`src/rtl/hazard_unit_pkg.sv`:
```
// Shared pipeline definitions for the hazard/forwarding producer path:
// register-zero constant, writeback control bit positions and the tracker slot record.
package hazard_unit_pkg;

   localparam logic [4:0]  REG_ZERO    = 5'd0;
   localparam int unsigned WB_REGWRITE = 1;
   localparam int unsigned WB_MEMTOREG = 0;

   typedef struct packed {
      logic [4:0] waddr;
      logic       regwrite;
      logic       memtoreg;
      logic       memread;
   } slot_t;

   // True when an in-flight writer produces a register the ID instruction reads.
   function automatic logic src_hit(
      input logic [4:0] waddr,
      input logic       regwrite,
      input logic [4:0] rs,
      input logic       rs_use,
      input logic [4:0] rt,
      input logic       rt_use
   );
      return regwrite && (waddr != REG_ZERO) &&
             ((rs_use && (waddr == rs)) || (rt_use && (waddr == rt)));
   endfunction

endpackage

```
`src/rtl/hazard_unit_wb_tracker.sv`:
```
// Three-slot writeback tracker (ID/EX, EX/MEM, MEM/WB) shifting every cycle,
// with bubble insertion and register-zero write suppression at the ID entry.
module wb_tracker
   import hazard_unit_pkg::*;
(
   input  logic       clk_i,
   input  logic       rst_i,
   input  logic       bubble_i,
   input  slot_t      id_slot_i,
   output logic [4:0] ex_waddr_o,
   output logic       ex_regwrite_o,
   output logic       ex_memread_o,
   output logic [4:0] mem_waddr_o,
   output logic [1:0] mem_wb_o,
   output logic [4:0] wb_waddr_o,
   output logic       wb_regwrite_o
);

   slot_t      ex_d, ex_q;
   logic [4:0] mem_waddr_q, wb_waddr_q;
   logic [1:0] mem_wb_q;
   logic       wb_regwrite_q;

   always_comb begin
      ex_d = id_slot_i;
      if (bubble_i) begin
         ex_d = '0;
      end else if (id_slot_i.waddr == REG_ZERO) begin
         ex_d.regwrite = 1'b0;
      end
   end

   // Past EX only the writeback controls survive; memread is meaningful in EX alone.
   always_ff @(posedge clk_i) begin
      if (rst_i) begin
         ex_q          <= '0;
         mem_waddr_q   <= '0;
         mem_wb_q      <= '0;
         wb_waddr_q    <= '0;
         wb_regwrite_q <= 1'b0;
      end else begin
         ex_q                  <= ex_d;
         mem_waddr_q           <= ex_q.waddr;
         mem_wb_q[WB_REGWRITE] <= ex_q.regwrite;
         mem_wb_q[WB_MEMTOREG] <= ex_q.memtoreg;
         wb_waddr_q            <= mem_waddr_q;
         wb_regwrite_q         <= mem_wb_q[WB_REGWRITE];
      end
   end

   assign ex_waddr_o    = ex_q.waddr;
   assign ex_regwrite_o = ex_q.regwrite;
   assign ex_memread_o  = ex_q.memread;
   assign mem_waddr_o   = mem_waddr_q;
   assign mem_wb_o      = mem_wb_q;
   assign wb_waddr_o    = wb_waddr_q;
   assign wb_regwrite_o = wb_regwrite_q;

endmodule

```
`src/rtl/hazard_unit.sv`:
```
// ID-stage hazard unit: load-use and branch-operand stalls, taken-branch IF/ID flush,
// saturating stall counter, and the in-flight writeback tracker feeding forwarding.
module hazard_unit
   import hazard_unit_pkg::*;
#(
   parameter int unsigned DEPTH_CNT = 16
) (
   input  logic                 clk_i,
   input  logic                 rst_i,
   input  logic                 id_valid_i,
   input  logic [4:0]           id_rs_i,
   input  logic [4:0]           id_rt_i,
   input  logic                 id_rs_use_i,
   input  logic                 id_rt_use_i,
   input  logic [4:0]           id_rd_i,
   input  logic [1:0]           id_wb_i,
   input  logic                 id_memread_i,
   input  logic                 id_branch_i,
   input  logic                 branch_taken_i,
   output logic                 pc_write_o,
   output logic                 ifid_write_o,
   output logic                 ifid_flush_o,
   output logic                 idex_bubble_o,
   output logic [4:0]           exmem_waddr_o,
   output logic [1:0]           exmem_wb_o,
   output logic [4:0]           memwb_waddr_o,
   output logic                 memwb_wb_o,
   output logic [DEPTH_CNT-1:0] stall_cnt_o
);

   slot_t                id_slot;
   logic [4:0]           ex_waddr;
   logic                 ex_regwrite, ex_memread;
   logic                 ex_hit, mem_hit, load_use, br_stall, stall, flush, bubble;
   logic                 flush_q;
   logic [DEPTH_CNT-1:0] cnt_d, cnt_q;

   always_comb begin
      ex_hit   = id_valid_i && src_hit(ex_waddr, ex_regwrite,
                                       id_rs_i, id_rs_use_i, id_rt_i, id_rt_use_i);
      mem_hit  = id_valid_i && src_hit(exmem_waddr_o, exmem_wb_o[WB_REGWRITE],
                                       id_rs_i, id_rs_use_i, id_rt_i, id_rt_use_i);
      load_use = ex_hit && ex_memread;
      // ID-stage compare needs the value now: any EX writer, or a load still in MEM.
      br_stall = id_branch_i && (ex_hit || (mem_hit && exmem_wb_o[WB_MEMTOREG]));
      stall    = load_use || br_stall;
      flush    = id_valid_i && id_branch_i && branch_taken_i && !stall;
      bubble   = !id_valid_i || stall || flush_q;

      id_slot          = '0;
      id_slot.waddr    = id_rd_i;
      id_slot.regwrite = id_wb_i[WB_REGWRITE];
      id_slot.memtoreg = id_wb_i[WB_MEMTOREG];
      id_slot.memread  = id_memread_i;

      cnt_d = cnt_q;
      if (stall && (cnt_q != '1)) begin
         cnt_d = cnt_q + 1'b1;
      end
   end

   always_ff @(posedge clk_i) begin
      if (rst_i) begin
         flush_q <= 1'b0;
         cnt_q   <= '0;
      end else begin
         flush_q <= flush;
         cnt_q   <= cnt_d;
      end
   end

   wb_tracker u_tracker (
      .clk_i         (clk_i),
      .rst_i         (rst_i),
      .bubble_i      (bubble),
      .id_slot_i     (id_slot),
      .ex_waddr_o    (ex_waddr),
      .ex_regwrite_o (ex_regwrite),
      .ex_memread_o  (ex_memread),
      .mem_waddr_o   (exmem_waddr_o),
      .mem_wb_o      (exmem_wb_o),
      .wb_waddr_o    (memwb_waddr_o),
      .wb_regwrite_o (memwb_wb_o)
   );

   assign pc_write_o    = !stall;
   assign ifid_write_o  = !stall;
   assign idex_bubble_o = stall;
   assign ifid_flush_o  = flush;
   assign stall_cnt_o   = cnt_q;

endmodule

```
`config.mk`:
```
export PLATFORM = sky130hd
export DESIGN_NAME = hazard_unit
export DESIGN_NICKNAME = d
export VERILOG_FILES = /design/src/rtl/hazard_unit_pkg.sv /design/src/rtl/hazard_unit_wb_tracker.sv /design/src/rtl/hazard_unit.sv
export SDC_FILE = /design/constraint.sdc
export NUM_CORES = 1
export LEC_CHECK = 0
export CAP_MARGIN = 15
export CORE_MARGIN = 3
export CORE_UTILIZATION = 55
export CTS_CLUSTER_DIAMETER = 200
export DETAILED_ROUTE_END_ITERATION = 12
export DONT_BUFFER_PORTS = 1
export GPL_TIMING_DRIVEN = 0
export PLACE_DENSITY_LB_ADDON = 0.12
export SLEW_MARGIN = 20
export SYNTH_ARGS = -nofsm -noshare
export SYNTH_HDL_FRONTEND = slang
export SYNTH_SLANG_ARGS = --single-unit
export TNS_END_PERCENT = 1
```
`constraint.sdc`:
```
create_clock -name clk_i -period 1.9 [get_ports clk_i]
set_input_delay 0.19 -clock clk_i [delete_from_list [all_inputs] [get_ports clk_i]]
set_output_delay 0.19 -clock clk_i [all_outputs]
set_load 0.03 [all_outputs]
```
-- Word level (Yosys, flattened, before mapping)
Index checks and enable logic that the tools add are counted.
- $add $sub $neg: 1
- equality and inequality tests: 5
- reduce and logical (&&, ||, !) cells: 30
- operators with widths (cell ; number):
    equality test 5 bit ; 4
    logical AND 1 bit ; 17
    adder 16 x 1 -> 16 bit (second input constant) ; 1
    inequality test 16 bit (second input constant) ; 1
    nonzero test 5 bit ; 2
    logical OR 1 bit ; 6
    logical NOT 5 bit ; 1
    OR reduction 3 bit ; 1
    logical NOT 1 bit ; 2
    OR reduction 2 bit ; 1
- register bits: 38
- logic and storage cells: 46
- bits of input ports: 25

-- Depth between registers and ports, before layout
Gate-level depths: netlist of run 1.
- depth after elaboration: 12
- depth in mapped cells: 8
- depth with buffers taken out: 7

-- Cells and area by module
A second synthesis of run 1 with hierarchy kept.
- cells, all modules: 200
- area total of the unflattened synthesis: 1818.0 um^2
- by module, submodules not included (module ; area each (um^2) ; cells each ; times used):
    hazard_unit ; 1209.9 ; 150 ; 1
    wb_tracker ; 608.1 ; 50 ; 1

-- Worst setup path before layout of run 1
Ideal clock, no wire load.
- path kind: register -> register
- start: register cnt_q[0] (netlist: stall_cnt_o[0])
- end: register cnt_q[5] (netlist: stall_cnt_o[5])
- cell stages (with the launch flop): 9
- data arrival time: 2185 ps
- buffers on the path: 1
- setup time: 121 ps
- setup slack: -406 ps
- required time: 1779 ps
- cells stage by stage: dfxtp_1 -> ha_1 -> nand3_1 -> or4_1 -> and2_1 -> a32oi_2 -> buf_6 -> nor3_2 -> mux2_4
- longest elaborated chain between the ends: 2
- RTL lines (element ; RTL line ; source):
    start: declaration ; hazard_unit.sv:36 ; logic [DEPTH_CNT-1:0] cnt_d, cnt_q;
    start signal: assignment ; hazard_unit.sv:68 ; cnt_q <= cnt_d;
    parallel branches: the longest is 2 deep, another holds adder 16 x 1 -> 16 bit ; -- ;
Several ways; the timed one is not identified.
A chain may end at the register's enable or synchronous reset.

-- Final worst setup path of run 1
- start: register cnt_q[13] (netlist: stall_cnt_o[13])
- end: register cnt_q[5] (netlist: stall_cnt_o[5])
- longest elaborated chain between the ends: 2
- RTL lines (element ; RTL line ; source):
    inequality test 16 bit ; hazard_unit.sv:57 ; if (stall && (cnt_q != '1)) begin
    logical AND 1 bit ; hazard_unit.sv:57 ;
No other way between the ends.

==> impl_metrics.toml, run 1 <==
[cells_and_area]
area_growth_pct = 28.8
diodes = 0
final_area_um2 = 2250
layout.nets = 243
fill_cells = 193
fin_cells = 260
drive_above_1_share = 0.349
fin_util = 0.777

[clock_tree]
cts-root-buf = "clkbuf_4"
h-tree-depth = 2
numCtsBuffers = 5
clock_path_buffers = 2
clock_latency_ns = 0.35
clkTransAtPathRegs_ns = 0.12
clkSinkCount = 38
cts_tree = "done"

[logic_synthesis]
synth-main-ff-cell = "dfxtp_1"
yosys_warnings = 0
synth_edf_count = 0
synth_area_per_cell_um2 = 9.07
synth_area_um2 = 1750
seq_area_frac_synth = 0.435
async_flop_share = 0
yosys_register_bits = 38
synth_cells = 193
syn_nets = 219
ys_types = 37

[global_routing]
grt_first_pass_wirelength_um = 7310
grt_max_degree = 14
grt_pass1_vias = 1560
track_usage = 0.233
gr-total-overflow = 0
antenna_found_initial = 0

[worst_setup_path]
critical_path_required_ns = 2.14
critPathArrivalTime_ns = 2.45
worstPathMaxFanout = 5
startpoint = "stall_cnt_o[13]$_SDFFE_PP0P_"
cp-start-kind = "register"
reg2reg_from = "stall_cnt_o[13]$_SDFFE_PP0P_"
reg2regPathDepth = 7
crit_type = "reg -> reg"
endpoint_kind = "register"

[power_and_ir_drop]
fin_total_pwr_uw = 1430
p_leak_uw = 0.000767
powerDensity_nw_per_um2 = 634
peakVddDrop_mv = 0.514

[die]
ioPinCount = 58
die_y_um = 62.4
die_area_um2 = 3900
initial_core_util = 0.604
core_area_um2 = 2900
dieWidth_um = 62.4
rows = 19

[detailed_routing]
wl_per_cell_um = 17.7
first_pass_iters = 4
routed_wl_um = 4600
vias_per_cell = 6.03
drtAntennaViolNets = 0
detail_route.drc_violations = 0
dr.first_iter.drc_count = 108
vias = 1568

[sta]
rsz0062_at_grt = "true"
fin_ws_ns = -0.307
worstMarginPinSlew_ns = 0.499
fin_crit_sh = 1.16
hold_violations = 0
clock.fmax_ghz = 0.453
fin_skew_ns = 0.00449
relSlewSlack = 0.667
finalCriticalPeriod_ns = 2.21
finalMaxSlewViolations = 0
final-setup-viol-count = 19

[placed_design]
post-place-ws_ns = -0.407
gp_congestion = 0.892
post-place-cells = 235
dpl_cell_area_um2 = 1880
numPortBuffers = 0
dp_hpwl_um = 3010

[run_status]
outcome = "complete, but fails checks"
violations = "setup timing"

[worst_hold_path]
hp-class = "in -> reg"
hold_path_startpoint = "rst_i"
whs_path_depth = 2

[flow_run]
maxCapViolations = 0
power by group:
| group | internal (uW) | switching [uW] |
|---|---|---|
| sequential | 786 | 27.8 |
| combinational | 65.5 | 49.5 |
| clock | 226 | 275 |
final timing paths:
check	slack, ns	end
hold reg to reg	0.46	u_tracker.mem_wb_o[0]$_SDFF_PP0_
setup / recovery	-0.31	stall_cnt_o[5]$_SDFFE_PP0P_
hold / removal	0.07	stall_cnt_o[0]$_SDFFE_PP0P_
setup reg to reg	-0.31	stall_cnt_o[5]$_SDFFE_PP0P_
worst max-delay path, stage by stage (launching register included):
cell and delay (ns):
dfxtp_4 0.44, nand4_1 0.20, or4_4 0.59, and3_4 0.18
a32oi_4 0.21, buf_6 0.15, nor3_2 0.04, mux2_4 0.30
cell usage after synthesis, types with 2 or more instances:
cell type	count	area, um2
dfxtp_1	38	761
xnor2_1	21	184
nor2b_1	15	93.8
nor2_1	13	48.8
a21oi_1	12	60.1
nand2_1	12	45.0
and2_1	9	56.3
nand4_1	8	50.1
nand3_1	7	35.0
or4_1	6	45.0
o31ai_1	5	37.5
clkbuf_1	4	15.0
o21ai_0	4	20.0
or3_1	4	25.0
and3_1	3	18.8
inv_1	3	11.3
nor3_1	3	15.0
a31o_2	2	17.5
nand2b_1	2	12.5
o22ai_1	2	12.5
o311ai_0	2	17.5
o41ai_1	2	17.5
or2_2	2	12.5
area by class of cell:
cell class / instances / area [um2] / share of cell area
Clock inverter: 2 / 12.5 / 0.00555
Inverter: 3 / 13.8 / 0.00610
Buffer: 7 / 52.6 / 0.0233
Clock buffer: 6 / 62.6 / 0.0277
Tap cell: 42 / 52.6 / 0.0233
Sequential cell: 38 / 843 / 0.374
Timing Repair Buffer: 17 / 150 / 0.0666
Multi-Input combinational cell: 145 / 1070 / 0.473
metrics by stage:
step | TNS, ns | hold WS [ns]
5_1_grt | -5.08 | 0.0818
2_1_floorplan | -0.553 | 0.312
3_3_place_gp | -4.10 | 0.313
4_1_cts | -3.23 | 0.0552
6_report | -3.39 | 0.0739
3_5_place_dp | -5.01 | 0.315
cells in the final DEF (no fill, tap or decap), drive strengths merged, types with 2 or more instances in the layout:
cell type     n
nor3          4
buf          11
o22ai         2
inv           5
a21oi        12
clkbuf       10
and2          9
or2           2
o31ai         5
nand2b        2
or3           4
o311ai        2
mux2          2
nor2         13
nand4         8
o21ai         5
o41ai         2
nand3         7
dlygate4sd3   9
or4           6
dfxtp        38
nor2b        15
and3          3
nand2        12
xnor2        21
a31o          2
registers in the layout (all words and copies together), names as in the netlist:
signal	flops
u_tracker.ex_q	1
u_tracker.wb_waddr_o	5
u_tracker.mem_waddr_o	5
u_tracker.ex_regwrite_o	1
u_tracker.mem_wb_o	2
u_tracker.ex_memread_o	1
u_tracker.wb_regwrite_o	1
u_tracker.ex_waddr_o	5
stall_cnt_o	16
flush_q	1
cells by family after synthesis:
kind of cell,share of synthesized area
adder cells (fa/ha/maj),0.00715
buffers and inverters,0.0279
flip-flops,0.435
AO/OA/AOI/OAI,0.132
XOR/XNOR,0.105
AND/OR/NAND/NOR,0.272
multiplexers,0.0207
metal layers:
metal | share of wire | vias to the layer above | global-route usage | wire, um
met4 | 0.022 | 0 | 0.0909 | 101
met3 | 0.093 | 11 | 0.0629 | 427
li1 | - | 738 | - | -
met1 | 0.38 | 738 | 0.279 | 1770
met5 | 0 | - | 0 | 0
met2 | 0.50 | 81 | 0.395 | 2300
what timing repair did:
action / in CTS / in global routing
setup endpoints to repair: 29 / 28
endpoints found under the hold margin: 9 / 0
resized for setup: 32 / 9
pin swaps: 8 / 4
gates cloned: 0 / 0
setup buffers: 6 / 2
hold buffers: 9 / 0
Note: power is estimated with default switching activity, not from simulation.
==> inputs of run 2 (changes only) <==
clock period = 2.3 ns   (was 1.9 ns; I/O delays follow)
==> run 2 against run 1 <==
  * The run now ends clean
  * Register-to-register slack improved by 0.33 ns
  * Clock power grew 13%
  * Worst hold slack worse by 0.029 ns
  * Highest routed layer unchanged
  * Critical path depth is the same
  * Cell count fell by 1.5%
  * Global-route usage down 0.96 points
  * Utilization shrank 3.5 points
  * Die area unchanged
  * Design area down 4.4%
==> impl_metrics.toml, run 2 (synthesized netlist as in run 1, its figures left out) <==
[cells_and_area]
drive_above_1_share = 0.257
fin_cells = 256
fill_cells = 227
final_cell_mix = "xnor2_1 (20), dfxtp_4 (19), nor2b_1 (15)"
final_common_cell = "xnor2_1"
layout.nets = 239
diodes = 0
area_growth_pct = 23.1
largest_register_ffs = 16
final_area_um2 = 2150

[worst_hold_path]
hold_path_end = "stall_cnt_o[13]$_SDFFE_PP0P_"
hold_path_startpoint = "rst_i"
whs_path_depth = 2
hp-class = "in -> reg"

[clock_tree]
numCtsBuffers = 5
clkTransAtPathRegs_ns = 0.12
clock_latency_ns = 0.35
cts_tree = "done"
clock_path_buffers = 2
clkSinkCount = 38
h-tree-depth = 2
cts-root-buf = "clkbuf_4"

[die]
initial_core_util = 0.604
die_area_um2 = 3900
core_area_um2 = 2900
rows = 19
ioPinCount = 58
dieWidth_um = 62.4
die_y_um = 62.4

[global_routing]
grt_first_pass_wirelength_um = 6910
track_usage = 0.224
grt_pass1_vias = 1502
antenna_found_initial = 0
grt_max_degree = 14
gr-total-overflow = 0

[sta]
hold_violations = 0
worstMarginPinSlew_ns = 0.600
relSlewSlack = 0.598
finalCriticalPeriod_ns = 2.27
fin_crit_sh = 0.989
final-setup-viol-count = 0
fin_hold_ws_ns = 0.0454
fin_skew_ns = 0.0102
clock.fmax_ghz = 0.440
finalMaxSlewViolations = 0

[detailed_routing]
vias = 1543
drtAntennaViolNets = 0
detail_route.drc_violations = 0
wl_per_cell_um = 17.1
routed_wl_um = 4370
first_pass_iters = 4
dr.first_iter.drc_count = 89
vias_per_cell = 6.03

[placed_design]
numPortBuffers = 0
dpl_cell_area_um2 = 1800
dp_hpwl_um = 3080
post-place-cells = 235
gp_congestion = 0.856

[worst_setup_path]
startpoint = "stall_cnt_o[3]$_SDFFE_PP0P_"
regToRegSetupSlack_ns = 0.03
critPathArrivalTime_ns = 2.52
reg2regPathDepth = 7
reg2reg_from = "stall_cnt_o[3]$_SDFFE_PP0P_"
worstPathMaxFanout = 10
endpoint_kind = "register"
crit_type = "reg -> reg"
cp-start-kind = "register"
critical_path_required_ns = 2.55
rr_endpoint = "stall_cnt_o[5]$_SDFFE_PP0P_"

[power_and_ir_drop]
p_leak_uw = 0.000723
powerDensity_nw_per_um2 = 613
peakVddDrop_mv = 0.489

[flow_run]
maxCapViolations = 0

[run_status]
outcome = "complete, no violations"
-- run 2: where the power goes --
part / switching, uW / internal (uW)
combinational: 37.3 / 46.8
clock: 225 / 340
sequential: 22.2 / 649
-- run 2: cell type report --
cell class	count	area (um2)	share of cell area
buffer	6	33.8	0.0157
clock buffer	5	37.5	0.0174
clock inverter	3	68.8	0.0319
inverter	3	11.3	0.00523
multi-input combinational	145	987	0.458
sequential	38	838	0.389
tap	42	52.6	0.0244
timing repair buffer	14	125	0.0581
-- run 2: how the worst max path moves through the flow --
stage	to	cells after the start
finish	stall_cnt_o[5]$_SDFFE_PP0P_	7
CTS	stall_cnt_o[5]$_SDFFE_PP0P_	7
global placement	idex_bubble_o	7
floorplan	stall_cnt_o[5]$_SDFFE_PP0P_	8
global route	stall_cnt_o[5]$_SDFFE_PP0P_	7
detailed placement	idex_bubble_o	7
-- run 2: metrics by stage --
step | setup TNS, ns | total power, uW | worst slack, ns | util
2_1_floorplan | 0 | 759 | 0.00651 | -
3_3_place_gp | -1.76 | 770 | -0.349 | 0.622
3_5_place_dp | -2.74 | 774 | -0.442 | 0.622
4_1_cts | 0 | 1340 | 0.000449 | 0.710
5_1_grt | -0.0131 | 1370 | -0.0131 | 0.743
6_report | 0 | 1320 | 0.0262 | 0.743
-- run 2: layer usage --
layer  wire [um]  GRT usage  up-vias  part of all wire
li1            -          -      730                 -
met1        1730      0.261      720              0.40
met2        2110      0.360       82              0.48
met3         437     0.0863       11              0.10
met4          96      0.105        0             0.022
met5           0          0        -                 0
-- run 2: repair_timing --
action,4_1_cts,5_1_grt
hold buffers,7,1
resized for setup,35,19
pin swaps,1,5
endpoints found under the hold margin,7,1
endpoints found under the setup margin,19,10
buffers inserted,1,5
cloned,0,0
-- run 2: critical path, stage by stage (launching register included) --
cell	delay, ns
dfxtp_4	0.46
nand4_1	0.21
or4_1	0.53
and2_1	0.20
a32oi_2	0.25
buf_6	0.18
nor3_2	0.05
mux2_4	0.29
==> inputs of run 3 (changes only) <==
CAP_MARGIN = default   (was 15)
PLACE_DENSITY = 0.7   (was default)
PLACE_DENSITY_LB_ADDON = default   (was 0.12)
==> run 3 against run 2 <==
  * Worst hold slack lost 0.023 ns
  * Largest cell class unchanged
  * Utilization grew 0.086 points
  * Routed wire length grew 0.21%
  * Die area is the same
  * Largest power group unchanged
  * Maximum frequency is essentially flat
  * Register-to-register slack is essentially flat
  * Clock skew grew 0.0048 ns
  * Clock power shrank 23%
  * Sequential cell count is the same
==> impl_metrics.toml, run 3 (synthesized netlist as in run 1, its figures left out) <==
[run_status]
outcome = "complete, no violations"

[clock_tree]
cts-root-buf = "clkbuf_4"
clkSinkCount = 38
clock_path_buffers = 2
h-tree-depth = 2
cts_tree = "done"
clkTransAtPathRegs_ns = 0.11
numCtsBuffers = 5
clock_latency_ns = 0.34

[die]
rows = 19
dieWidth_um = 62.4
initial_core_util = 0.604
die_area_um2 = 3900
ioPinCount = 58
core_area_um2 = 2900
die_y_um = 62.4

[detailed_routing]
detail_route.drc_violations = 0
wl_per_cell_um = 16.9
vias_per_cell = 5.95
dr.first_iter.drc_count = 108
vias = 1547
routed_wl_um = 4380
first_pass_iters = 4
drtAntennaViolNets = 0

[worst_setup_path]
regToRegSetupSlack_ns = 0.03
worstPathMaxFanout = 6
slowest_stage = "or4_4"
critPathArrivalTime_ns = 2.51
reg2regPathDepth = 7
path_cells = "nand4_1, or4_4, and2_1, a32oi_2, buf_6, nor3_2, mux2_4"
rr_endpoint = "stall_cnt_o[5]$_SDFFE_PP0P_"
max_stage_delay_ns = 0.57
crit_type = "reg -> reg"
critical_path_required_ns = 2.54
reg2reg_from = "stall_cnt_o[12]$_SDFFE_PP0P_"
cp-start-kind = "register"
endpoint_kind = "register"
startpoint = "stall_cnt_o[12]$_SDFFE_PP0P_"

[sta]
hold_violations = 0
finalMaxSlewViolations = 0
fin_hold_ws_ns = 0.0220
rsz0062_at_grt = "true"
final-setup-viol-count = 0
fin_skew_ns = 0.0150
relSlewSlack = 0.581
worstMarginPinSlew_ns = 0.624
fin_crit_sh = 0.988
clock.fmax_ghz = 0.440
finalCriticalPeriod_ns = 2.27
tns_ns = 0

[power_and_ir_drop]
peakVddDrop_mv = 0.459
powerDensity_nw_per_um2 = 552
clkPwrFrac = 0.367
power_frac_comb = 0.070
fin_total_pwr_uw = 1190
net-switching-power_uw = 271
sequentialPowerShare = 0.563
power.internal_uw = 920
p_sw_frac = 0.227
p_leak_uw = 0.000726

[cells_and_area]
drive_above_1_share = 0.284
fin_util = 0.744
area_growth_pct = 23.2
largest_register_ffs = 16
diodes = 0
final_common_cell = "xnor2_1"
final_cell_mix = "xnor2_1 (21), dfxtp_4 (19), nor2b_1 (15)"
layout.nets = 243

[placed_design]
gp_congestion = 0.827
dp_hpwl_um = 2970
numPortBuffers = 0

[global_routing]
track_usage = 0.212
grt_max_degree = 13
gr-total-overflow = 0
antenna_found_initial = 0
grt_pass1_vias = 1458
grt_first_pass_wirelength_um = 6690

[flow_run]
maxCapViolations = 0

[worst_hold_path]
hp-class = "in -> reg"
hold_path_startpoint = "id_rd_i[0]"
hold_path_end = "u_tracker.ex_waddr_o[0]$_SDFF_PP0_"
whs_path_depth = 1
## run 3: metrics by stage
stage | cells | setup WS, ns | area (um2)
3_3_place_gp | 235 | -0.344 | 1800
5_1_grt | 260 | -0.0729 | 2160
3_5_place_dp | 235 | -0.400 | 1800
4_1_cts | 245 | 0.000602 | 1990
6_report | 260 | 0.0282 | 2160
2_1_floorplan | 193 | 0.00651 | 1750
## run 3: cell type report
cell class	instances	area (um2)
tap	42	52.6
inverter	3	11.3
clock inverter	3	40.0
timing repair buffer	17	143
sequential	38	840
clock buffer	5	37.5
buffer	7	45.0
fill	215	743
multi-input combinational	145	988
## run 3: power by group through the flow
| stage | clock [uW] | combinational (uW) | sequential, uW |
|---|---|---|---|
| after floorplan | 0 | 56.8 | 702 |
| after CTS | 446 | 71.4 | 676 |
| after detailed placement | 0 | 67.3 | 706 |
| after global placement | 0 | 64.6 | 705 |
| final | 437 | 83.3 | 671 |
| after global routing | 477 | 92.3 | 673 |
## run 3: worst max-delay path, delay by kind of cell, from the launching register on
family,cells,cell delay [ns]
AOI/OAI and AO/OA,1,0.28
buffers and inverters,1,0.17
DFF,1,0.45
muxes,1,0.29
and+or+nand+nor,4,0.97
## run 3: metal layers
metal	GRT usage	up-vias	wire length (um)
met5	0	-	0
met4	0.0634	0	23
met3	0.0845	4	412
met2	0.345	74	2190
met1	0.256	732	1760
li1	-	737	-
## run 3: worst max-delay path by stage
| stage | end | slack [ns] | cells past startpoint |
|---|---|---|---|
| 2_1_floorplan | stall_cnt_o[5]$_SDFFE_PP0P_ | 0.007 | 8 |
| 3_3_place_gp | idex_bubble_o | -0.34 | 7 |
| 5_1_grt | stall_cnt_o[5]$_SDFFE_PP0P_ | -0.07 | 7 |
| 4_1_cts | stall_cnt_o[5]$_SDFFE_PP0P_ | 0.0006 | 7 |
| 6_report | stall_cnt_o[5]$_SDFFE_PP0P_ | 0.03 | 7 |
| 3_5_place_dp | idex_bubble_o | -0.40 | 7 |
## run 3: timing repair
item / CTS / global route
hold buffers: 1 / 6
gates cloned: 0 / 1
buffers inserted: 1 / 8
endpoints found under the setup margin: 17 / 12
pin swaps: 2 / 5
resized for setup: 44 / 14
hold endpoints to repair: 1 / 6
